## src/rtl/pipeline_stall_controller.sv

```systemverilog
// rtl/pipeline_stall_controller.sv - stall/flush sequencer for the 5-stage pipeline
// Mealy control decode over a RUN/MEM_WAIT/TIMEOUT FSM, plus saturating perf counters.
module pipeline_stall_controller #(
  parameter int MAX_WAIT = 15,
  parameter int WAIT_W   = 4,
  parameter int CNT_W    = 16
) (
  input  logic             clk,
  input  logic             rst,
  input  logic             hazard_detected,
  input  logic             branch_taken,
  input  logic             mem_access,
  input  logic             sram_ready,
  input  logic             perf_clear,
  output logic             pc_freeze,
  output logic             if_id_freeze,
  output logic             if_id_flush,
  output logic             id_exe_bubble,
  output logic             pipe_freeze,
  output logic             mem_timeout,
  output logic [CNT_W-1:0] stall_count,
  output logic [CNT_W-1:0] flush_count
);

  typedef enum logic [1:0] {
    RUN      = 2'd0,
    MEM_WAIT = 2'd1,
    TIMEOUT  = 2'd2
  } state_e;

  localparam logic [WAIT_W-1:0] MAX_WAIT_W = WAIT_W'(MAX_WAIT);
  localparam logic [CNT_W-1:0]  CNT_MAX    = {CNT_W{1'b1}};

  state_e            state_q, state_d;
  logic [WAIT_W-1:0] wait_cnt_q, wait_cnt_d;
  logic [CNT_W-1:0]  stall_count_q, stall_count_d;
  logic [CNT_W-1:0]  flush_count_q, flush_count_d;

  logic pc_freeze_c, if_id_freeze_c, if_id_flush_c, id_exe_bubble_c, pipe_freeze_c;

  always_comb begin
    state_d         = state_q;
    wait_cnt_d      = wait_cnt_q;
    pc_freeze_c     = 1'b0;
    if_id_freeze_c  = 1'b0;
    if_id_flush_c   = 1'b0;
    id_exe_bubble_c = 1'b0;
    pipe_freeze_c   = 1'b0;
    case (state_q)
      RUN: begin
        if (mem_access && !sram_ready) begin
          pc_freeze_c    = 1'b1;
          if_id_freeze_c = 1'b1;
          pipe_freeze_c  = 1'b1;
          state_d        = MEM_WAIT;
          wait_cnt_d     = WAIT_W'(1);
        end else if (hazard_detected) begin
          // A simultaneous taken branch is held in ID and re-presented later.
          pc_freeze_c     = 1'b1;
          if_id_freeze_c  = 1'b1;
          id_exe_bubble_c = 1'b1;
        end else if (branch_taken) begin
          if_id_flush_c = 1'b1;
        end
      end
      MEM_WAIT: begin
        if (sram_ready) begin
          state_d    = RUN;
          wait_cnt_d = '0;
        end else begin
          pc_freeze_c    = 1'b1;
          if_id_freeze_c = 1'b1;
          pipe_freeze_c  = 1'b1;
          if (wait_cnt_q == MAX_WAIT_W) begin
            state_d = TIMEOUT;
          end else begin
            wait_cnt_d = wait_cnt_q + WAIT_W'(1);
          end
        end
      end
      TIMEOUT: begin
        pc_freeze_c    = 1'b1;
        if_id_freeze_c = 1'b1;
        pipe_freeze_c  = 1'b1;
      end
      default: begin
        state_d    = RUN;
        wait_cnt_d = '0;
      end
    endcase
  end

  always_comb begin
    stall_count_d = stall_count_q;
    flush_count_d = flush_count_q;
    if (perf_clear) begin
      stall_count_d = '0;
      flush_count_d = '0;
    end else begin
      if (pc_freeze_c && stall_count_q != CNT_MAX) begin
        stall_count_d = stall_count_q + CNT_W'(1);
      end
      if (if_id_flush_c && flush_count_q != CNT_MAX) begin
        flush_count_d = flush_count_q + CNT_W'(1);
      end
    end
  end

  always_ff @(posedge clk or negedge rst) begin
    if (!rst) begin
      state_q       <= RUN;
      wait_cnt_q    <= '0;
      stall_count_q <= '0;
      flush_count_q <= '0;
    end else begin
      state_q       <= state_d;
      wait_cnt_q    <= wait_cnt_d;
      stall_count_q <= stall_count_d;
      flush_count_q <= flush_count_d;
    end
  end

  // Gating with rst keeps every output low during reset even with live inputs.
  assign pc_freeze     = rst & pc_freeze_c;
  assign if_id_freeze  = rst & if_id_freeze_c;
  assign if_id_flush   = rst & if_id_flush_c;
  assign id_exe_bubble = rst & id_exe_bubble_c;
  assign pipe_freeze   = rst & pipe_freeze_c;
  assign mem_timeout   = rst & (state_q == TIMEOUT);
  assign stall_count   = stall_count_q;
  assign flush_count   = flush_count_q;

endmodule

```

## config.mk

```make
export PLATFORM = sky130hd
export DESIGN_NAME = pipeline_stall_controller
export DESIGN_NICKNAME = d
export VERILOG_FILES = /design/src/rtl/pipeline_stall_controller.sv
export SDC_FILE = /design/constraint.sdc
export NUM_CORES = 1
export LEC_CHECK = 0
export CAP_MARGIN = 5
export CORE_MARGIN = 3
export CORE_UTILIZATION = 63
export CTS_CLUSTER_SIZE = 10
export DETAILED_ROUTE_END_ITERATION = 10
export DONT_BUFFER_PORTS = 1
export PLACE_DENSITY = 0.79
export SYNTH_ARGS = -nofsm -noshare
export SYNTH_HDL_FRONTEND = slang
export SYNTH_SLANG_ARGS = --single-unit
```

## constraint.sdc

```tcl
create_clock -name clk -period 2.2 [get_ports clk]
set_input_delay 0.22 -clock clk [delete_from_list [all_inputs] [get_ports clk]]
set_output_delay 0.22 -clock clk [all_outputs]
set_load 0.1 [all_outputs]
```

==> results.cfg, run 1 <==
[status]
run_status = finished, final reports clean

[clock_tree]
tritoncts.num_buffers = 5
clock_latency_ns = 0.35
cts.htree.levels = 2
ctsLongestPathBuffers = 2
cts_root_buffer = clkbuf_4
tritoncts = done
cts_sinks = 38
post_cts_buffers = 0
clk_pin_slew_ns = 0.11

[yosys]
ys.flop_type = dfrtp_1
synth_area_mm2 = 0.00214
syn_avg_cell_area_um2 = 9.18
synth_fp_nets = 243
synth_area_leaders = dfrtp_1, xnor2_1, nor2_1
yosysSeqAreaShare = 0.445
netlist_instances = 233
ys_ff_latch = 38
yosys_warnings = 0
synth_edf_count = 0
async_reset_ff_frac = 1.00
yosysUniqueCellTypes = 38
yosysTopAreaCellShare = 0.445
synth_top_area_cell = dfrtp_1

[grt]
grt_overflow = 0
grt_max_degree = 39
grt_pass1_vias = 1957
track_usage = 0.282
antenna_found_initial = 0
grt_pass1_wl_mm = 9.17

[place]
hpwl_mm = 3.75
place.gp.congestion = 0.884
dp_slack_ns = 0.216
io_buffers = 0

[sta]
worst_pin_slew_ns = 1.11
final.min_clock_period_ns = 2.11
grt_setup_unrepaired = no
finalMaxSlewViolations = 0
min_period_over_period = 0.960
setup_viol = 0
hold_violations = 0
maxSlewHeadroom = 0.257
fin_skew_ns = 0.0236
fmax_mhz = 474
worst_slack_ns = 0.0884

[setup_path]
crit_path_start = state_q[1]
startpoint_type = flip-flop
path_class = reg2out
cp.arrival_ns = 1.89
r2r-start = state_q[1]
crit_path_end_kind = primary output
critPathMaxFanout = 17
required_ns = 1.98

[floorplan]
dieArea_mm2 = 0.00413
die_h_um = 64.3
dieWidth_um = 64.3
start_util = 0.678
rows = 20
coreArea_mm2 = 0.00315
ios = 45

[routing]
detail-route-antenna-nets = 0
drc = 0
vias_per_cell = 6.24
firstDrtPassIters = 4
num_vias = 2002
avgRoutedWirePerCell_um = 17.3
drt_iter0_markers = 178
totalWireLength_mm = 5.56

[run]
cap_violations = 0

[cells_and_area]
nets = 286
layout-drive-gt1-share = 0.303
final_util = 0.840
area_growth_pct = 23.8
diodes = 0

[worst_hold_path]
min_from = mem_access
worst_hold_path_type = in2reg

[pwr]
power_density_mw_per_mm2 = 546
worst_ir_drop_vdd_mv = 0.549
p_leak_nw = 1.02
-- through the flow --
| stage | cells | area (um^2) | hold slack, ns | power (mW) | setup TNS, ns |
|---|---|---|---|---|---|
| floorplan | 233 | 2190 | -0.0756 | 0.926 | -0.397 |
| global placement | 309 | 2510 | -0.0745 | 0.949 | 0 |
| detailed placement | 309 | 2510 | -0.0746 | 0.958 | 0 |
| CTS | 321 | 2640 | 0.0880 | 1.45 | 0 |
| global route | 321 | 2650 | 0.124 | 1.51 | 0 |
| finish | 321 | 2650 | 0.0907 | 1.45 | 0 |
-- area by class of cell --
type                            instances  area [um^2]
Timing Repair Buffer                   45          370
Clock buffer                            7         45.0
Sequential cell                        38          982
Tap cell                               44         55.1
Multi-Input combinational cell        183         1150
Fill cell                             189          505
Inverter                                3         11.3
Clock inverter                          1         30.0
-- power breakdown --
group	leakage (nW)	total, mW	internal, mW	switching (mW)
registers	0.484	0.736	0.715	0.0215
clock network	0.0395	0.469	0.241	0.227
logic	0.496	0.240	0.0667	0.173
-- critical path, stage by stage (launching register included) --
cell and delay (ns):
dfrtp_1 0.51, o32a_2 0.59, nor2b_4 0.18, buf_12 0.26
-- path summary, 6_finish.rpt --
kind | slack, ns | depth (start not counted) | end
hold reg to reg | 0.58 | 2 | flush_count[10]
min in group asynchronous | 0.31 | 2 | stall_count[3]
hold / removal | 0.09 | 2 | wait_cnt_q[0]
setup reg to reg | 0.17 | 4 | stall_count[12]
setup / recovery | 0.09 | 3 | if_id_freeze
max in group asynchronous | 1.66 | 2 | flush_count[5]
-- synthesized netlist by cell type, drive strengths merged, types with 4 or more instances --
| cell | instances |
|---|---|
| a21oi | 9 |
| buf | 4 |
| clkbuf | 5 |
| dfrtp | 38 |
| nand2 | 20 |
| nand3 | 8 |
| nand4 | 10 |
| nor2 | 39 |
| nor3 | 9 |
| nor3b | 4 |
| nor4 | 15 |
| nor4b | 8 |
| o21ai | 5 |
| xnor2 | 28 |
-- cells in the final DEF, fill, tap and decap left out, types with 3 or more instances in the layout --
master,netlist,final
nand3_1,8,8
o21ai_0,5,5
nand2_1,20,20
nor4b_1,7,7
nand4_1,10,10
nor4_1,14,13
nor3b_1,4,3
nand2b_1,3,3
dlygate4sd3_1,0,3
nor3_1,9,9
dfrtp_1,38,13
inv_1,3,3
nor2_1,39,39
a21oi_1,9,9
xnor2_1,28,28
clkbuf_4,0,5
dfrtp_2,0,25
ha_1,3,3
or2_2,3,3
buf_4,1,40
and4_1,3,3
-- sequential cells by signal, summed over array words and instances, names as in the netlist --
| register | cells |
|---|---|
| wait_cnt_q | 4 |
| flush_count | 16 |
| stall_count | 16 |
| state_q | 2 |
-- repair_timing --
action | 4_1_cts | 5_1_grt
setup endpoints to repair | 2 | 3
gates resized for setup | 1 | 1
endpoints found under the hold margin | 70 | 0
hold buffers | 4 | 0
-- metal layers --
metal / up-vias / global-route usage / wire length [um]
met5: - / 0 / 0
met1: 989 / 0.355 / 2250
li1: 918 / - / -
met4: 0 / 0.0897 / 101
met2: 83 / 0.476 / 2820
met3: 12 / 0.0703 / 387
-- logic make-up (layout without fill, tap and decap cells) --
group | Yosys count | in the layout | synth area share
fa+ha+maj | 3 | 3 | 0.0176
compound gates | 22 | 22 | 0.0632
mux | 1 | 1 | 0.00468
xor+xnor | 28 | 28 | 0.115
buf+inv | 12 | 56 | 0.0298
flops | 38 | 38 | 0.445
simple gates | 129 | 129 | 0.325
Power figures use the tool's default switching activity.
==> run 2, diff against run 1 <==
--- a/config.mk
+++ b/config.mk
@@ -7,11 +7,12 @@
 export LEC_CHECK = 0
 export CAP_MARGIN = 5
 export CORE_MARGIN = 3
-export CORE_UTILIZATION = 63
+export CORE_UTILIZATION = 55
 export CTS_CLUSTER_SIZE = 10
 export DETAILED_ROUTE_END_ITERATION = 10
 export DONT_BUFFER_PORTS = 1
-export PLACE_DENSITY = 0.79
+export GPL_ROUTABILITY_DRIVEN = 0
+export PLACE_DENSITY = 0.73
 export SYNTH_ARGS = -nofsm -noshare
 export SYNTH_HDL_FRONTEND = slang
 export SYNTH_SLANG_ARGS = --single-unit
==> constraint.sdc (replaced) <==
create_clock -name clk -period 1.8 [get_ports clk]
set_input_delay 0.18 -clock clk [delete_from_list [all_inputs] [get_ports clk]]
set_output_delay 0.18 -clock clk [all_outputs]
set_load 0.1 [all_outputs]
==> run 2 against run 1 <==
  * The run now ends with setup timing left
  * Via count is 3.6% higher
  * Non-clock buffer count grew 7
  * Register-to-register slack got worse by 0.26 ns
  * Setup slack lost 0.18 ns
  * Power rose by 36%
  * Die area up 13%
  * Global-route usage decreased by 1.2 points
  * Core utilization fell by 1.6 points
  * Critical endpoint is now stall_count[14]
  * Largest cell class unchanged
  * Largest power group unchanged
==> results.cfg, run 2 (same netlist as run 1, synthesis figures left out) <==
[status]
run_status = finished with violations
violations = setup timing

[cells_and_area]
diodes = 0
fin_area_mm2 = 0.00306
layout_commonest_cell = buf_4
layout-drive-gt1-share = 0.433
area_growth_pct = 43.2
nets = 293
fillCellCount = 224
fin_cells = 332
mostFrequentLayoutCells = buf_4, nor2_1, xnor2_1, dfrtp_4, nand2_1

[sta]
worst_pin_slew_ns = 0.555
grt_setup_unrepaired = yes
maxSlewHeadroom = 0.627
hold_violations = 0
min_period_over_period = 1.05
fmax_mhz = 528
setup_viol = 3
fin_hold_ws_ns = 0.117
worst_slack_ns = -0.0936
fin_tns_setup_ns = -0.102
finalMaxSlewViolations = 0
final.min_clock_period_ns = 1.89
fin_skew_ns = 0.0117

[clock_tree]
clock_latency_ns = 0.30
clk_pin_slew_ns = 0.08
cts_root_buffer = clkbuf_8
tritoncts = done
ctsLongestPathBuffers = 2
cts.htree.levels = 2
cts_sinks = 38
tritoncts.num_buffers = 5

[routing]
avgRoutedWirePerCell_um = 18.8
totalWireLength_mm = 6.24
drc = 0
vias_per_cell = 6.25
detail-route-antenna-nets = 0
drt_iter0_markers = 169
firstDrtPassIters = 4
num_vias = 2074

[setup_path]
crit_path_end_kind = flip-flop
path_class = reg2reg
cp.arrival_ns = 2.07
required_ns = 1.98
critPathMaxFanout = 5
startpoint_type = flip-flop

[grt]
antenna_found_initial = 0
track_usage = 0.270
grt_max_degree = 39
grt_overflow = 0
grt_pass1_vias = 2059
grt_pass1_wl_mm = 9.31

[floorplan]
rows = 22
start_util = 0.575
coreArea_mm2 = 0.00372
ios = 45
dieWidth_um = 68.4
dieArea_mm2 = 0.00467
die_h_um = 68.4

[place]
io_buffers = 0
hpwl_mm = 3.95
dpl_cell_area_mm2 = 0.00273
dpl.cell_count = 314

[run]
cap_violations = 0

[worst_hold_path]
worst_hold_path_type = in2reg

[pwr]
worst_ir_drop_vdd_mv = 0.546
p_leak_nw = 1.14
power_density_mw_per_mm2 = 640
run 2: per-stage QoR:
stage               utilization  setup WS [ns]  power, mW
floorplan                     -         -0.221       1.15
global placement          0.734         0.0427       1.18
detailed placement        0.734        -0.0207       1.19
CTS                       0.789        -0.0130       1.96
global route              0.824         -0.150       2.03
finish                    0.824        -0.0936       1.96
run 2: area by class of cell:
| cell class | instances | area (um^2) | share of cell area |
|---|---|---|---|
| repair buffers | 52 | 478 | 0.156 |
| multi-input cells | 183 | 1340 | 0.438 |
| well taps | 48 | 60.1 | 0.0196 |
| clock inverters | 3 | 40.0 | 0.0131 |
| clock buffers | 5 | 68.8 | 0.0225 |
| inverters | 3 | 11.3 | 0.00368 |
| flip-flops and latches | 38 | 1060 | 0.347 |
run 2: report_power, final:
group | internal, mW | total (mW) | switching [mW]
sequential | 0.877 | 0.904 | 0.0266
combinational | 0.106 | 0.330 | 0.224
clock | 0.408 | 0.726 | 0.318
run 2: per-layer routing:
layer  part of all wire  up-vias  GRT usage
li1                   -      931          -
met1               0.39     1022      0.302
met2               0.51      100      0.456
met3              0.069       21     0.0920
met4              0.030        0      0.134
met5                  0        -          0
run 2: critical path, stage by stage, from the launching register on:
cell     delay, ns
dfrtp_4       0.45
nand4_1       0.28
nor4_2        0.62
nor4b_1       0.13
xnor2_1       0.23
nor2_1        0.08
run 2: repair_timing:
action	CTS	global route
hold buffers	4	0
resized for setup	5	15
pin swaps	2	12
endpoints found under the hold margin	70	0
setup endpoints to repair	5	28
setup buffers	1	5
run 2: path summary, 6_finish.rpt:
kind	endpoint	slack, ns	from	cells after the start
max in group asynchronous	flush_count[5]	1.22	rst	2
min in group asynchronous	stall_count[6]	0.34	rst	2
hold reg to reg	wait_cnt_q[1]	0.59	wait_cnt_q[1]	2
setup reg to reg	stall_count[14]	-0.09	stall_count[9]	5
setup / recovery	stall_count[14]	-0.09	stall_count[9]	5
hold / removal	state_q[0]	0.12	sram_ready	3
==> run 3, diff against run 2 <==
--- a/config.mk
+++ b/config.mk
@@ -12,7 +12,7 @@
 export DETAILED_ROUTE_END_ITERATION = 10
 export DONT_BUFFER_PORTS = 1
 export GPL_ROUTABILITY_DRIVEN = 0
-export PLACE_DENSITY = 0.73
+export PLACE_DENSITY = 0.77
 export SYNTH_ARGS = -nofsm -noshare
 export SYNTH_HDL_FRONTEND = slang
 export SYNTH_SLANG_ARGS = --single-unit
==> run 3 against run 2 <==
  * The run still ends with setup timing left
  * Power is 4.6% lower
  * Cell area up 8.6%
  * Via count increased by 13%
  * Cell count rose by 5.4%
  * Core utilization is 7.1 points higher
  * Clock skew is 0.0041 ns higher
  * Sequential share of layout area decreased by 2.7 points
  * Critical path type unchanged
  * Largest power group unchanged
==> results.cfg, run 3 (same netlist as run 1, synthesis figures left out) <==
[status]
run_status = finished with violations
violations = setup timing

[grt]
antenna_found_initial = 0
grt_max_degree = 39
track_usage = 0.289
grt_pass1_vias = 2027
grt_overflow = 0
grt_pass1_wl_mm = 9.81

[routing]
totalWireLength_mm = 8.10
drt-met1-wl_mm = 3.05
highest_layer = met4
avgRoutedWirePerCell_um = 23.2
drc = 0
detail-route-antenna-nets = 0
firstDrtPassIters = 6
wl_met3_um = 635
vias_per_cell = 6.72
drt_iter0_markers = 362
dr_wl_met2_mm = 4.03
num_vias = 2352

[floorplan]
die_h_um = 68.4
ios = 45
rows = 22
dieArea_mm2 = 0.00467
coreArea_mm2 = 0.00372
start_util = 0.575
dieWidth_um = 68.4

[sta]
fin_hold_ws_ns = 0.0174
worst_pin_slew_ns = 1.30
setup_viol = 19
fin_skew_ns = 0.0158
maxSlewHeadroom = 0.134
finalMaxSlewViolations = 0
hold_violations = 0
min_period_over_period = 1.08
final.min_clock_period_ns = 1.95
worst_slack_ns = -0.150
grt_setup_unrepaired = yes
fmax_mhz = 513

[setup_path]
cp.arrival_ns = 2.07
required_ns = 1.92
path_class = reg2reg
path_cells = nor4b_4 -> nand4_1 -> buf_4 -> nor4_2 -> xnor2_1 -> nor2_1
worst-path-stages = 6
max_stage_delay_ns = 0.45
cpMaxStageDelayCell = dfrtp_2
critPathMaxFanout = 6
critPathTopFamily = simple AND/OR/NAND/NOR gates
path_buf_inv = 1
startpoint_type = flip-flop
rr_worst_depth = 6
crit_path_end_kind = flip-flop

[pwr]
power_density_mw_per_mm2 = 562
p_comb_frac = 0.200
pwr-share-clk = 0.315
switching_share = 0.321
p_leak_nw = 1.23
worst_ir_drop_vdd_mv = 0.507
p_int_mw = 1.27
power_frac_seq = 0.485
power.switching_mw = 0.600

[cells_and_area]
nets = 312
diodes = 0
layout-drive-gt1-share = 0.493
area_growth_pct = 55.5
mostFrequentLayoutCells = buf_4, nor2_1, xnor2_1, dfrtp_4, nand2_1
fin_cells = 350
fin_area_mm2 = 0.00332
layout_commonest_cell = buf_4

[place]
dpl.cell_count = 316
io_buffers = 0
dp_slack_ns = 0.0282
dpl_cell_area_mm2 = 0.00276
hpwl_mm = 3.89

[clock_tree]
clk_pin_slew_ns = 0.08
cts.htree.levels = 2
cts_sinks = 38
clock_latency_ns = 0.30
cts_root_buffer = clkbuf_8
ctsLongestPathBuffers = 2
tritoncts.num_buffers = 5
tritoncts = done

[worst_hold_path]
hold-path-cell-count = 1
worst_hold_path_type = in2reg

[run]
cap_violations = 0
==> run 3: cell types whose count changed in the layout (fill, tap and decap cells not counted), moves of 3 or more <==
cell,delta
nor3_1,-3
nor4_4,+5
nor4_1,-3
buf_4,+17
nor4b_4,+4
==> run 3: power by group through the flow <==
stage / clock [mW] / combinational (mW) / sequential [mW]
floorplan: 0 / 0.160 / 0.988
global placement: 0 / 0.268 / 0.924
detailed placement: 0 / 0.277 / 0.925
CTS: 0.567 / 0.329 / 0.906
global route: 0.627 / 0.391 / 0.909
finish: 0.589 / 0.373 / 0.907
==> run 3: worst paths after layout <==
check,from,endpoint,slack [ns]
min in group asynchronous,rst,stall_count[1],0.33
setup / recovery,state_q[1],flush_count[15],-0.15
hold reg to reg,wait_cnt_q[1],wait_cnt_q[1],0.59
setup reg to reg,state_q[1],flush_count[15],-0.15
hold / removal,sram_ready,wait_cnt_q[0],0.02
max in group asynchronous,rst,flush_count[3],1.22
==> run 3: through the flow <==
| stage | total power, mW | setup TNS (ns) | utilization |
|---|---|---|---|
| finish | 1.87 | -1.07 | 0.895 |
| global route | 1.93 | -2.89 | 0.895 |
| CTS | 1.80 | -0.281 | 0.791 |
| detailed placement | 1.20 | 0 | 0.741 |
| global placement | 1.19 | 0 | 0.741 |
| floorplan | 1.15 | -0.730 | - |
==> run 3: routing by layer <==
metal | up-vias | global-route usage
met2 | 168 | 0.483
met3 | 54 | 0.0739
li1 | 970 | -
met4 | 0 | 0.159
met5 | - | 0
met1 | 1160 | 0.335
==> run 3: repair_timing <==
item / CTS / global route
hold buffers: 3 / 0
hold endpoints to repair: 69 / 0
resized for setup: 5 / 39
buffers inserted: 5 / 19
endpoints found under the setup margin: 2 / 32
pin swaps: 1 / 31
==> run 3: area by class of cell <==
cell class | instances | area (um^2)
clock buffer | 7 | 76.3
sequential | 38 | 1060
inverter | 3 | 11.3
fill | 155 | 392
timing repair buffer | 71 | 628
multi-input combinational | 183 | 1490
tap | 48 | 60.1
